===== src/rtl/clk_div_ctrl.sv =====
// clk_div_ctrl: glitch-free run-time divider for the video/sample clock.
// Start/stop and ratio changes only land on period boundaries.
module clk_div_ctrl #(
   parameter int          CNT_W        = 8,
   parameter int unsigned DEFAULT_HALF = 5
) (
   input  logic             ref_clock,
   input  logic             reset,
   input  logic             run,
   input  logic             cfg_valid,
   input  logic [CNT_W-1:0] cfg_half_div,
   output logic             cfg_ready,
   output logic             cfg_applied,
   output logic             clk_out,
   output logic             rise_stb,
   output logic             active,
   output logic [CNT_W-1:0] half_active
);

   typedef enum logic [1:0] {
      IDLE      = 2'd0,
      RUN       = 2'd1,
      STOP_PEND = 2'd2
   } state_t;

   localparam logic [CNT_W-1:0] ONE  = CNT_W'(1);
   localparam logic [CNT_W-1:0] DEFH = CNT_W'(DEFAULT_HALF);

   state_t           state;
   logic [CNT_W-1:0] cnt;
   logic             pend_vld;
   logic [CNT_W-1:0] pend_val;

   logic             acc;
   logic [CNT_W-1:0] cfg_clamp;
   logic             term;
   logic             fall_term;
   logic             do_apply;
   logic [CNT_W-1:0] apply_val;

   // Handshake, clamping and period-boundary detection.
   always_comb begin
      acc       = cfg_valid & cfg_ready;
      cfg_clamp = (cfg_half_div == '0) ? ONE : cfg_half_div;
      term      = (cnt == (half_active - ONE));
      fall_term = term & clk_out & (state != IDLE);
      apply_val = pend_vld ? pend_val : cfg_clamp;
      do_apply  = 1'b0;
      if (state == IDLE)
         do_apply = pend_vld;
      else if (fall_term)
         do_apply = pend_vld | acc;
   end

   // Controller FSM with all outputs registered.
   always_ff @(posedge ref_clock or posedge reset) begin
      if (reset) begin
         state       <= IDLE;
         cnt         <= '0;
         clk_out     <= 1'b0;
         rise_stb    <= 1'b0;
         cfg_applied <= 1'b0;
         active      <= 1'b0;
         half_active <= DEFH;
         pend_vld    <= 1'b0;
         pend_val    <= '0;
         cfg_ready   <= 1'b1;
      end else begin
         rise_stb    <= 1'b0;
         cfg_applied <= 1'b0;

         if (do_apply) begin
            half_active <= apply_val;
            cfg_applied <= 1'b1;
            pend_vld    <= 1'b0;
            cfg_ready   <= 1'b1;
         end else if (acc) begin
            pend_vld  <= 1'b1;
            pend_val  <= cfg_clamp;
            cfg_ready <= 1'b0;
         end

         unique case (state)
            IDLE: begin
               cnt     <= '0;
               clk_out <= 1'b0;
               if (run) begin
                  state  <= RUN;
                  active <= 1'b1;
               end
            end
            RUN: begin
               if (!run && !clk_out) begin
                  state  <= IDLE;
                  active <= 1'b0;
                  cnt    <= '0;
               end else if (term) begin
                  cnt <= '0;
                  if (clk_out) begin
                     clk_out <= 1'b0;
                     if (!run) begin
                        state  <= IDLE;
                        active <= 1'b0;
                     end
                  end else begin
                     clk_out  <= 1'b1;
                     rise_stb <= 1'b1;
                  end
               end else begin
                  cnt <= cnt + ONE;
                  if (!run)
                     state <= STOP_PEND;
               end
            end
            STOP_PEND: begin
               if (term) begin
                  cnt     <= '0;
                  clk_out <= 1'b0;
                  state   <= IDLE;
                  active  <= 1'b0;
               end else begin
                  cnt <= cnt + ONE;
               end
            end
            default: begin
               state   <= IDLE;
               active  <= 1'b0;
               cnt     <= '0;
               clk_out <= 1'b0;
            end
         endcase
      end
   end

endmodule


===== config.mk =====
export PLATFORM = sky130hd
export DESIGN_NAME = clk_div_ctrl
export DESIGN_NICKNAME = d
export VERILOG_FILES = /design/src/rtl/clk_div_ctrl.sv
export SDC_FILE = /design/constraint.sdc
export NUM_CORES = 1
export LEC_CHECK = 0
export ABC_AREA = 1
export ABC_CLOCK_PERIOD_IN_PS = 1990
export CORE_MARGIN = 4
export CORE_UTILIZATION = 25
export DETAILED_ROUTE_END_ITERATION = 8
export PLACE_DENSITY_LB_ADDON = 0.1
export SLEW_MARGIN = 0
export SYNTH_ARGS = -nofsm -noshare
export SYNTH_HDL_FRONTEND = slang
export SYNTH_SLANG_ARGS = --single-unit

===== constraint.sdc =====
create_clock -name ref_clock -period 1.99 [get_ports ref_clock]
set_clock_uncertainty 0.15 [all_clocks]
set_input_delay 0.398 -clock ref_clock [delete_from_list [all_inputs] [get_ports ref_clock]]
set_output_delay 0.398 -clock ref_clock [all_outputs]
set_load 0.03 [all_outputs]

Word-level counts from Yosys, hierarchy flattened

Cells that the tools add are included.

Word-level logic and storage cells: 75
Bits in registers: 32
Input port bits: 12

Reduce and logical (&&, ||, !) cells: 11
Bitwise logic cells: 5
Multiplexer cells: 34
Add/sub/neg operators: 2
Eq/ne operators: 13

Operators by type and width:

| operator            | count |
|---|---|
| $mux 8              | 4 |
| $mux 1              | 19 |
| $pmux 8 s2          | 1 |
| $mux 2              | 7 |
| $ne 4x4->1 const B  | 3 |
| $reduce_and 5->1    | 2 |
| $ne 3x3->1 const B  | 3 |
| $add 8x1->8 const B | 1 |
| $eq 8x8->1          | 1 |
| $logic_not 8->1     | 1 |
| $ne 2x2->1 const B  | 4 |
| $sub 8x1->8 const B | 1 |
| $pmux 2 s3          | 1 |
| $reduce_bool 2->1   | 2 |
| $and 1x1->1         | 3 |
| $pmux 1 s3          | 1 |
| $reduce_and 3->1    | 1 |
| $eq 2x1->1 const B  | 1 |
| $eq 2x2->1 const B  | 1 |
| $logic_not 1->1     | 2 |
| $logic_not 2->1     | 1 |
| $pmux 1 s2          | 1 |
| $reduce_and 2->1    | 1 |
| $logic_and 1x1->1   | 1 |
| 2 further kinds     | 2 |

Longest topological paths before layout

Word-level depth: 8
Depth in mapped cells: 16
Mapped depth without buffers: 16

Least setup slack after synthesis

No wires, ideal clock.

Path kind: register -> register
Start point: reg half_active[0]
End point: reg half_active[5]
Data required time: 1.718 ns
Path buffers: 1
Setup time: 0.122 ns
Arrival: 2.002 ns
Slack: -0.283 ns
Period minus slack after synthesis: 2.273 ns
Cell stages (with the launch flop): 15
Cell sequence: dfstp_2 > inv_2 > ha_1 > or2_1 > nand2_1 > nand2_1 > nand2_1 > nand3_1 > nor2_2 > nand3_2 > nand2_2 > nand2_4 > buf_6 > nand2_2 > o21ai_2

Longest elaborated chain between the ends: 6

RTL lines:

| item                      | line | text |
|---|---|---|
| start: declaration        | 17   | `output logic [CNT_W-1:0] half_active` |
| start signal: assignment  | 73   | `half_active <= apply_val;` |
| $sub 8x1->8               | 45   | `term = (cnt == (half_active - ONE));` |
| $eq 8x8->1                | 45   |  |
| $and 1x1->1 (2 in series) | 46   | `fall_term = term & clk_out & (state != IDLE);` |
| $mux 1                    | 51   | `else if (fall_term)` |
| $mux 1                    | 49   | `if (state == IDLE)` |

No other way between the ends.
A chain may end at the register's enable or synchronous reset.

Final worst setup path

Start point: reg half_active[0]
End point: reg pend_val[7]

Longest elaborated chain between the ends: 8

RTL lines:

| item                       | line | text |
|---|---|---|
| $sub 8x1->8                | 45   |  |
| $eq 8x8->1                 | 45   |  |
| $and 1x1->1 (2 in series)  | 46   |  |
| $mux 1                     | 51   |  |
| $mux 1                     | 49   |  |
| $not 1->1 (no line)        | --   |  |
| $reduce_and 2->1 (no line) | --   |  |
| end signal: assignment     | 79   | `pend_val <= cfg_clamp;` |
| end: declaration           | 32   | `logic [CNT_W-1:0] pend_val;` |

No other way between the ends.

==> reports/summary.txt <==
Status: finished with violations
Failing checks: setup timing
Final worst path period share: 110.2%
Placed inst area: 2345 µm²
Largest net degree at the start of global routing: 33
TritonCTS buffer count: 5
CP Class: reg -> reg
Syn Area/Cell: 8.204 µm²
WP data required: 2.02 ns
Die Y-Extent: 92.78 µm
Hold Path Class: in -> async
Largest fanout on the critical path: 7
Most used cell, CP: nand2_1
DRC Markers: 0
Startpoint types: flop
Post-DRT Antenna Nets: 0
Setup violators final: 32
DP HPWL: 3160 µm
Sequential cell area: 804.5 µm²
Cell Pwr Density: 1449 nW/µm²
Highest clock rate: 456.0 MHz
Worst R2R Setup Slack: -0.20 ns
Number of DRC markers in iteration 0: 25
WL final: 4249 µm
Max IR drop VDD: 0.5190 mV
Fin area: 2551 µm²
Most frequent cells in the layout: 60 x nand2_1, 29 x dfrtp_1, 24 x inv_1
Hold_ws: 0.2962 ns
Syn Inst Count: 219
Slowest CP cell: dfstp_2
Area growth syn-to-layout: 41.99%
Crit end category: flop
Syn nets: 236
Cells along the critical path: inv_2 > ha_4 > inv_2 > nand2_1 > nand2_1 > nor2_1 > nand2_1 > nor2_1 > nand2_1 > nor2_2 > nand3_2 > nand2_4 > nand2_8 > buf_6 > nand3_2 > nand2_1
First-pass GRT wire length: 7286 µm
Tmin final: 2.193 ns
Wire length per cell: 11.48 µm
Vias in the first global route: 1,537
Clock sink count: 32
Seq/Total Area, Yosys: 44.78%
Die W: 92.78 µm
Worst path bufs/invs: 3
Path depth of the worst reg2reg path: 16
YS warnings: 0
Most common cell after layout, fill and taps aside: nand2_1
#FFs+latches synth: 32
Hold Vio Cnt, Final: 0
Num ports: 25
Number of stages on the worst setup path: 16
Post-Place Cells: 359
Diodes inserted: 0
CP Data Arrival Time: 2.22 ns
Final Power: 3.696 mW
CP peak stage delay: 0.54 ns
Max cap viols: 0
Final Max Tran Viols: 0
DR vias: 1,509
DRT Pass-1 Iters: 4
Yosys cell types: 29
Routability cong.: 0.7371
IO buf count: 24
RR Startpoint: half_active[0]$_DFFE_PP1P_
Mapped Area: 1797 µm²
Worst setup margin: -0.2032 ns
Worst path top cell family by delay: simple AND/OR/NAND/NOR gates
Site Rows: 30
Initial cell density of the core: 26.16%
Worst slew pin tran: 0.3532 ns
Ys async rst share: 100.0%
CORE AREA: 6869 µm²
Clock insertion delay at the later pin of the skew report: 0.29 ns
Remaining Overflow, GRT: 0
Final non-filler cell total: 370
Most used DFF post-synth: dfrtp_1
Final #Nets: 290
Vias per cell: 4.078
TritonCTS clock tree: built
Clk pin slew, worst setup/hold paths: 0.08 ns
Clock Path Buffers: 2
Layout cell share with drive strength beyond 1: 25.18%
Relative slew margins: 76.27%
Clock root cell: clkbuf_8
All-layer global routing usage: 10.97%
EDFF count, synth: 0
CTS H-tree lvls: 2
RSZ-0062 raised after global routing: true
Worst r2r dst: pend_val[7]$_DFFE_PP0P_
FILL cells: 734
Fin util: 37.14%
Area of the multi-input gates: 964.7 µm²
P_leak: 1.238 nW
Die area: 8607 µm²
Antenna violations before repair: 0
==> worst register-to-register path, cell delays in order (launching register included) <==
cell and delay, ns:
dfstp_2 0.54, inv_2 0.05, ha_4 0.26, inv_2 0.02
nand2_1 0.05, nand2_1 0.04, nor2_1 0.08, nand2_1 0.05
nor2_1 0.08, nand2_1 0.08, nor2_2 0.12, nand3_2 0.11
nand2_4 0.12, nand2_8 0.09, buf_6 0.14, nand3_2 0.05
nand2_1 0.06
==> timing repair <==
| item | in CTS | in global routing |
|---|---|---|
| setup buffers | 2 | 0 |
| cloned | 1 | 0 |
| hold endpoints to repair | 0 | 0 |
| pin swaps | 5 | 1 |
| hold buffers | 0 | 0 |
| resized for setup | 18 | 8 |
| endpoints found under the setup margin | 39 | 35 |
==> cells in the mapped netlist, types with 3 or more instances <==
cell type / count / area share (%)
nand2_1: 63 / 13
mux2i_1: 8 / 4.5
ha_1: 5 / 3.5
dfstp_2: 3 / 4.4
nand2_2: 4 / 1.4
o21ai_0: 8 / 2.2
nor3_1: 3 / 0.84
inv_1: 25 / 5.2
o21ai_2: 8 / 3.9
xor2_1: 8 / 3.9
dfrtp_1: 29 / 40
nor2_1: 19 / 4.0
nand3_1: 17 / 4.7
==> power breakdown <==
group | total [mW] | internal, mW | switching [mW]
Sequential | 1.05 | 0.893 | 0.159
Combinational | 2.00 | 0.854 | 1.15
Clock | 0.641 | 0.371 | 0.270
==> sequential cells by signal (all words and copies together) (netlist names) <==
| name | flops |
|---|---|
| clk_out | 1 |
| pend_vld | 1 |
| cnt | 8 |
| half_active | 8 |
| pend_val | 8 |
| rise_stb | 1 |
| active | 1 |
| cfg_applied | 1 |
| state | 2 |
| cfg_ready | 1 |
==> cell families (layout without fill, tap and decap cells) <==
logic type / count (synthesis) / after routing / synth area share [%]
AOI/OAI and AO/OA: 19 / 19 / 7.382
adders and majority gates: 5 / 5 / 3.482
DFF: 32 / 32 / 44.78
muxes: 8 / 8 / 4.457
xor gates and xnor gates: 9 / 9 / 4.387
and+or+nand+nor: 116 / 117 / 28.34
buffers and inverters: 30 / 84 / 7.172
==> worst max-delay path by stage <==
stage,startpoint,endpoint,slack [ns]
2_1_floorplan,half_active[0]$_DFFE_PP1P_,half_active[5]$_DFFE_PP0P_,-0.28
3_3_place_gp,half_active[0]$_DFFE_PP1P_,pend_vld$_DFFE_PP0P_,-0.27
3_5_place_dp,half_active[0]$_DFFE_PP1P_,pend_vld$_DFFE_PP0P_,-0.30
4_1_cts,half_active[0]$_DFFE_PP1P_,pend_val[7]$_DFFE_PP0P_,-0.21
5_1_grt,half_active[0]$_DFFE_PP1P_,pend_val[7]$_DFFE_PP0P_,-0.36
6_report,half_active[0]$_DFFE_PP1P_,pend_val[7]$_DFFE_PP0P_,-0.20
==> metrics by stage <==
step	setup TNS (ns)	worst slack (ns)
floorplan	-6.428	-0.2755
global placement	-5.024	-0.2716
detailed placement	-5.846	-0.3028
CTS	-5.124	-0.2143
global route	-10.05	-0.3645
finish	-4.582	-0.2032
==> metal layers <==
layer	wire length (µm)	track usage (%)	part of all wire (%)
met1	2112	13.95	50
met5	0	0	0
met4	89	5.128	2.1
met3	142	2.924	3.3
met2	1905	17.22	45
==> final cells by class <==
type / count / area share, %
clock inverter: 3 / 1.667
sequential: 32 / 31.54
tap: 96 / 4.708
timing repair buffer: 49 / 17.61
multi-input combinational: 158 / 37.81
inverter: 27 / 3.973
clock buffer: 5 / 2.697
Power figures use the tool's default switching activity.
